File: src/rtl/fpu_pkg.sv
// fpu_pkg
// Shared definitions for the FPU operation sequencer: controller state
// encoding, the 2-bit op-select encoding seen by the FPU core, and the
// default operand width.
package fpu_pkg;

    localparam int FPU_WIDTH = 32;

    // Op select as carried on {select1, select0} and driven on fpu_op.
    localparam logic [1:0] OP_ADD = 2'b00;
    localparam logic [1:0] OP_SUB = 2'b01;
    localparam logic [1:0] OP_MUL = 2'b10;
    localparam logic [1:0] OP_DIV = 2'b11;

    typedef enum logic [2:0] {
        ST_IDLE,
        ST_REQ,
        ST_SHIFT,
        ST_ACK,
        ST_EXEC,
        ST_WAIT,
        ST_DONE,
        ST_ERR
    } seq_state_t;

endpackage

File: src/rtl/ser2par.sv
// ser2par
// Dual-lane serial-to-parallel converter with a shared bit counter.
// Both lanes shift MSB-first into the LSB end, so after WIDTH shifts the
// first bit received sits in bit WIDTH-1.
// Ports:
//   clk, rst_n     clock, synchronous active-low reset
//   clr            zero both lanes and the counter
//   shift_en       shift one bit into each lane, count it
//   a_bit, b_bit   serial inputs for lane A / lane B
//   a_q, b_q       parallel lane contents
//   cnt            bits shifted since clear, saturating at WIDTH+1
module ser2par #(
    parameter int WIDTH = 32
) (
    input  logic                          clk,
    input  logic                          rst_n,
    input  logic                          clr,
    input  logic                          shift_en,
    input  logic                          a_bit,
    input  logic                          b_bit,
    output logic [WIDTH-1:0]              a_q,
    output logic [WIDTH-1:0]              b_q,
    output logic [$clog2(WIDTH+2)-1:0]    cnt
);

    localparam int CW = $clog2(WIDTH + 2);

    always_ff @(posedge clk) begin
        if (!rst_n || clr) begin
            a_q <= '0;
            b_q <= '0;
            cnt <= '0;
        end else if (shift_en) begin
            a_q <= {a_q[WIDTH-2:0], a_bit};
            b_q <= {b_q[WIDTH-2:0], b_bit};
            // Saturate one past WIDTH so an over-long burst can never wrap
            // back around to a count that looks correct.
            if (cnt != CW'(WIDTH + 1))
                cnt <= cnt + 1'b1;
        end
    end

endmodule

File: src/rtl/fpu_op_sequencer.sv
// fpu_op_sequencer
// Runs one arithmetic transaction: requests an operand burst, deserializes
// the two bit-serial operands and the op select, acknowledges the burst,
// launches the FPU, waits for completion and holds the result for the host.
//
// Optional feature: define FPU_SEQ_TIMEOUT_EN to enable a watchdog that
// aborts to ERR when SHIFT waits TIMEOUT cycles for ok, or WAIT waits
// TIMEOUT cycles for fpu_done. Without it both states wait indefinitely.
//
// Ports:
//   clk, rst_n               clock, synchronous active-low reset
//   go                       host transaction request (IDLE only)
//   dataready, stop          burst request / burst acknowledge pulses
//   num1_bit, num2_bit       serial operands A / B, MSB first
//   select0, select1         op select, op = {select1, select0}
//   ok                       burst complete from operand memory
//   fpu_a, fpu_b, fpu_op     latched operands and op to the FPU
//   fpu_start                one-cycle launch pulse
//   fpu_done, fpu_result     FPU completion strobe and its result
//   result, result_valid     captured result, valid until next go
//   busy                     high in every state except IDLE
//   err                      sticky bad-length / timeout flag
module fpu_op_sequencer
    import fpu_pkg::*;
#(
    parameter int WIDTH   = FPU_WIDTH,
    parameter int TIMEOUT = 64
) (
    input  logic             clk,
    input  logic             rst_n,
    input  logic             go,
    output logic             dataready,
    output logic             stop,
    input  logic             num1_bit,
    input  logic             num2_bit,
    input  logic             select0,
    input  logic             select1,
    input  logic             ok,
    output logic [WIDTH-1:0] fpu_a,
    output logic [WIDTH-1:0] fpu_b,
    output logic [1:0]       fpu_op,
    output logic             fpu_start,
    input  logic             fpu_done,
    input  logic [WIDTH-1:0] fpu_result,
    output logic [WIDTH-1:0] result,
    output logic             result_valid,
    output logic             busy,
    output logic             err
);

    localparam int CW = $clog2(WIDTH + 2);

    if (WIDTH < 2) begin : g_bad_width
        $error("fpu_op_sequencer: WIDTH must be at least 2");
    end
    if (TIMEOUT < 2) begin : g_bad_timeout
        $error("fpu_op_sequencer: TIMEOUT must be at least 2");
    end

    seq_state_t       state;
    logic [WIDTH-1:0] sh_a;
    logic [WIDTH-1:0] sh_b;
    logic [CW-1:0]    bit_cnt;
    logic             sp_clr;
    logic             sp_shift;

    // Counter is cleared when a transaction is accepted, so a stale count
    // from an aborted burst never leaks into the next one.
    assign sp_clr   = (state == ST_IDLE) && go;
    assign sp_shift = (state == ST_SHIFT) && !ok;

    ser2par #(.WIDTH(WIDTH)) u_ser2par (
        .clk      (clk),
        .rst_n    (rst_n),
        .clr      (sp_clr),
        .shift_en (sp_shift),
        .a_bit    (num1_bit),
        .b_bit    (num2_bit),
        .a_q      (sh_a),
        .b_q      (sh_b),
        .cnt      (bit_cnt)
    );

`ifdef FPU_SEQ_TIMEOUT_EN
    localparam int TW = $clog2(TIMEOUT + 1);

    logic [TW-1:0] tmr;
    logic          tmr_expired;

    // tmr holds N during the N-th cycle spent in SHIFT or WAIT. Leaving at
    // TIMEOUT-1 makes err visible exactly TIMEOUT cycles after the start
    // pulse when the FPU never answers.
    always_ff @(posedge clk) begin
        if (!rst_n)
            tmr <= '0;
        else if (state == ST_REQ || state == ST_EXEC)
            tmr <= TW'(1);
        else if ((state == ST_SHIFT || state == ST_WAIT) && tmr != '1)
            tmr <= tmr + 1'b1;
    end

    assign tmr_expired = (tmr == TW'(TIMEOUT - 1));
`endif

    always_ff @(posedge clk) begin
        if (!rst_n) begin
            state        <= ST_IDLE;
            dataready    <= 1'b0;
            stop         <= 1'b0;
            fpu_start    <= 1'b0;
            fpu_a        <= '0;
            fpu_b        <= '0;
            fpu_op       <= 2'b00;
            result       <= '0;
            result_valid <= 1'b0;
            busy         <= 1'b0;
            err          <= 1'b0;
        end else begin
            // Handshake pulses are single-cycle by construction.
            dataready <= 1'b0;
            stop      <= 1'b0;
            fpu_start <= 1'b0;

            case (state)
                ST_IDLE: begin
                    if (go) begin
                        state        <= ST_REQ;
                        dataready    <= 1'b1;
                        busy         <= 1'b1;
                        err          <= 1'b0;
                        result_valid <= 1'b0;
                    end
                end

                ST_REQ: state <= ST_SHIFT;

                ST_SHIFT: begin
                    if (ok) begin
                        fpu_op <= {select1, select0};
                        stop   <= 1'b1;
                        if (bit_cnt == CW'(WIDTH)) begin
                            state <= ST_ACK;
                        end else begin
                            state <= ST_ERR;
                            err   <= 1'b1;
                        end
                    end
`ifdef FPU_SEQ_TIMEOUT_EN
                    else if (tmr_expired) begin
                        state <= ST_ERR;
                        err   <= 1'b1;
                        stop  <= 1'b1;
                    end
`endif
                end

                ST_ACK: begin
                    fpu_a     <= sh_a;
                    fpu_b     <= sh_b;
                    fpu_start <= 1'b1;
                    state     <= ST_EXEC;
                end

                ST_EXEC: state <= ST_WAIT;

                ST_WAIT: begin
                    if (fpu_done) begin
                        result       <= fpu_result;
                        result_valid <= 1'b1;
                        state        <= ST_DONE;
                    end
`ifdef FPU_SEQ_TIMEOUT_EN
                    else if (tmr_expired) begin
                        state <= ST_ERR;
                        err   <= 1'b1;
                        stop  <= 1'b1;
                    end
`endif
                end

                ST_DONE: begin
                    state <= ST_IDLE;
                    busy  <= 1'b0;
                end

                ST_ERR: begin
                    state <= ST_IDLE;
                    busy  <= 1'b0;
                end

                default: begin
                    state <= ST_IDLE;
                    busy  <= 1'b0;
                end
            endcase
        end
    end

endmodule
File: config.mk
export PLATFORM = sky130hd
export DESIGN_NAME = fpu_op_sequencer
export DESIGN_NICKNAME = d
export VERILOG_FILES = /design/src/rtl/fpu_pkg.sv /design/src/rtl/ser2par.sv /design/src/rtl/fpu_op_sequencer.sv
export SDC_FILE = /design/constraint.sdc
export NUM_CORES = 1
export LEC_CHECK = 0
export ABC_AREA = 1
export CORE_MARGIN = 3
export CORE_UTILIZATION = 53
export DETAILED_ROUTE_END_ITERATION = 16
export HOLD_SLACK_MARGIN = 0.12
export PLACE_DENSITY_LB_ADDON = 0.08
export SYNTH_ARGS = -nofsm -noshare
export SYNTH_HDL_FRONTEND = slang
export SYNTH_SLANG_ARGS = --single-unit
export TNS_END_PERCENT = 1
File: constraint.sdc
create_clock -name clk -period 2.8 [get_ports clk]
set_input_delay 0.42 -clock clk [delete_from_list [all_inputs] [get_ports clk]]
set_output_delay 0.42 -clock clk [all_outputs]
set_load 0.02 [all_outputs]
==> metrics <==
Startpoint Class register; placement row count 39; PortBufs 144; Least-Margin Pin Slew 1190 ps; critical path type register to register; hold-fix buffer count after cts 0; dpl hpwl 9720 um; DR iter-0 viols 366; first-pass GRT wire length 25000 um; Inserted Diodes 0; CP peak stage delay 510 ps; Max Slew Vio Count 0; Tot GR Track Use 0.232; met2 Use GR 0.395; die width 115 um; die footprint 0.0133 mm2; Mapped Cells 795; total power draw 5.80 mW; met1 usage 0.288; Data arrival, critical path 2360 ps; M3 GR Usage 0.0484; Slew HR 0.208; final non-filler cell total 1069; initial antenna violation count 0; vias per inst 5.25; WL final 15100 um; status complete, no violations; fmax 0.473 GHz; P per Cell Area 688 mW/mm2; combinational group share of total power 0.114; Net Sw Power 1.39 mW; CP top delay family simple AND/OR/NAND/NOR gates; Max VDD drop 0.472 mV; Bufs and invs on worst path 2; layout cell share with drive strength beyond 1 0.0551; GP Congestion 0.844; critical path's slowest cell nand2_2; Root Driver clkbuf_16; TritonCTS clock tree yes; number of global-route vias before repair 5406; sinks on the clock net 177; Worst setup EP type register; CTS resizes 0; Seq/Total Area, Yosys 0.559; min cycle time layout 2110 ps; Layout area overhead 33.0%; library cells used by synthesis 20; total number of vias 5609; DRC 0; setup bufs post-CTS 0; Tcrit/Tclk final 0.755; Inserted Clock Buffers 17; Final Setup Violations 0; worst clock skew 4.14 ps; Die H 115 um; area of the multi-input gates 0.00240 mm2; register area 0.00354 mm2; Core Area 0.0116 mm2; max_cap viols 0; critical-path maximum fanout 33; RSZ-0062 raised after global routing no; wire length per cell 14.1 um; Worst-path clk slew 60 ps; Hold Fails Final Rpt 0; Yosys reg bits 177; Leakage 3.19 nW; mean post-synth cell area 7.97 um2; # fillers 917; IO Pins 145; Net Sw Frac 0.239; HP Class input port to register; Yosys warnings 0; GRT Max-Usage Layer met2; H-tree depth 4; Placed Cells 1037; gr ovfl total 0; Clk pwr share 0.425; 1st-pass router iterations 5; post-synthesis net count 839; sequential cell fraction of total power 0.461; P_int 4.41 mW; TNS Setup 0 ps; Nets 957; largest net degree at the start of global routing 88; mapped cell area 0.00633 mm2; Initial Utilization 0.548; Detail Route Antenna Nets 0; latest clock arrival within the worst-skew pair 420 ps; CP Cell Sequence inv_1 > nand3_1 > inv_2 > nand2_2 > nand2_1 > a21oi_1; CP required 3040 ps; clk buf depth 2
-- cell families (layout without fill, tap and decap cells) --
family	Yosys count	in the layout	share of synthesized area
xor+xnor	3	3	0.00415
fa+ha+maj	3	3	0.00593
simple gates	323	323	0.204
buf+inv	93	224	0.0632
flops	177	177	0.559
compound gates	196	196	0.163
-- metrics by stage --
stage | area (um2) | util | setup slack (ps) | hold WS [ps]
final | 8430 | 0.729 | 685 | 408
after global routing | 8430 | 0.729 | 441 | 432
after CTS | 8430 | 0.729 | 691 | 399
after detailed placement | 7800 | 0.675 | 733 | 447
after global placement | 7800 | 0.675 | 766 | 436
after floorplan | 6330 | - | 1570 | 439
-- power by group through the flow --
stage / registers (mW) / clock network (mW) / logic [mW]
2_1_floorplan: 2.81 / 0 / 0.292
3_3_place_gp: 2.72 / 0 / 0.646
3_5_place_dp: 2.73 / 0 / 0.659
4_1_cts: 2.67 / 2.50 / 0.668
5_1_grt: 2.68 / 2.60 / 0.724
6_report: 2.67 / 2.46 / 0.663
-- per-layer routing --
| metal | share of wire | wire (um) |
|---|---|---|
| met5 | 0 | 0 |
| met4 | 0.019 | 285 |
| met3 | 0.045 | 676 |
| met2 | 0.48 | 7300 |
| met1 | 0.45 | 6830 |
-- final cells by class --
cell class                      count  area share
Timing Repair Buffer              154       0.182
Clock buffer                       21      0.0546
Multi-Input combinational cell    525       0.285
Clock inverter                     11      0.0190
Inverter                           38      0.0169
Sequential cell                   177       0.421
Tap cell                          143      0.0212
-- sequential cells by signal, indices dropped and copies added, names as in the netlist, 2 cells and up --
| signal | cells |
|---|---|
| fpu_a | 32 |
| fpu_b | 32 |
| result | 32 |
| u_ser2par.a_q | 32 |
| u_ser2par.b_q | 32 |
| u_ser2par.cnt | 6 |
| state | 3 |
| fpu_op | 2 |
-- Yosys cell counts --
cell	n	area (um2)
buf_2	20	100
xor2_1	3	26.3
clkbuf_1	24	90.1
inv_2	3	11.3
a211oi_1	20	150
nand3_1	42	210
nor2_4	1	11.3
nand2_2	2	12.5
inv_1	35	131
nor2_1	119	447
a21oi_1	110	551
nand3_2	2	20.0
nand2_1	156	586
dfxtp_1	177	3540
nor2_2	1	6.26
buf_4	7	52.6
a21oi_2	1	8.76
ha_1	3	37.5
o21ai_0	65	325
buf_1	4	15.0
-- final timing paths --
path | startpoint | endpoint | slack [ps] | cells after the start
min | rst_n | fpu_a[14] | 410 | 3
min reg2reg | result_valid | result_valid | 450 | 2
max | state[1] | result[13] | 690 | 6
max reg2reg | state[1] | result[13] | 690 | 6
-- tightest hold or removal path, stage by stage --
cell	delay, ps
buf_2	210
o21ai_0	110
nor2_1	40
-- cells in the final DEF, fill, tap and decap left out, types with 2 or more instances in the layout --
cell,instances
nand2_1,156
dfxtp_1,177
buf_4,8
o21ai_0,65
inv_1,35
clkinvlp_4,2
nor2_4,2
clkinv_2,5
xor2_1,3
clkdlybuf4s50_1,143
nand3_1,42
clkbuf_16,17
clkbuf_8,2
a21oi_1,110
bufinv_16,4
a211oi_1,20
ha_1,3
inv_2,3
nand2_2,2
clkbuf_1,2
buf_12,2
nor2_1,119
Note: power is estimated with default switching activity, not from simulation.
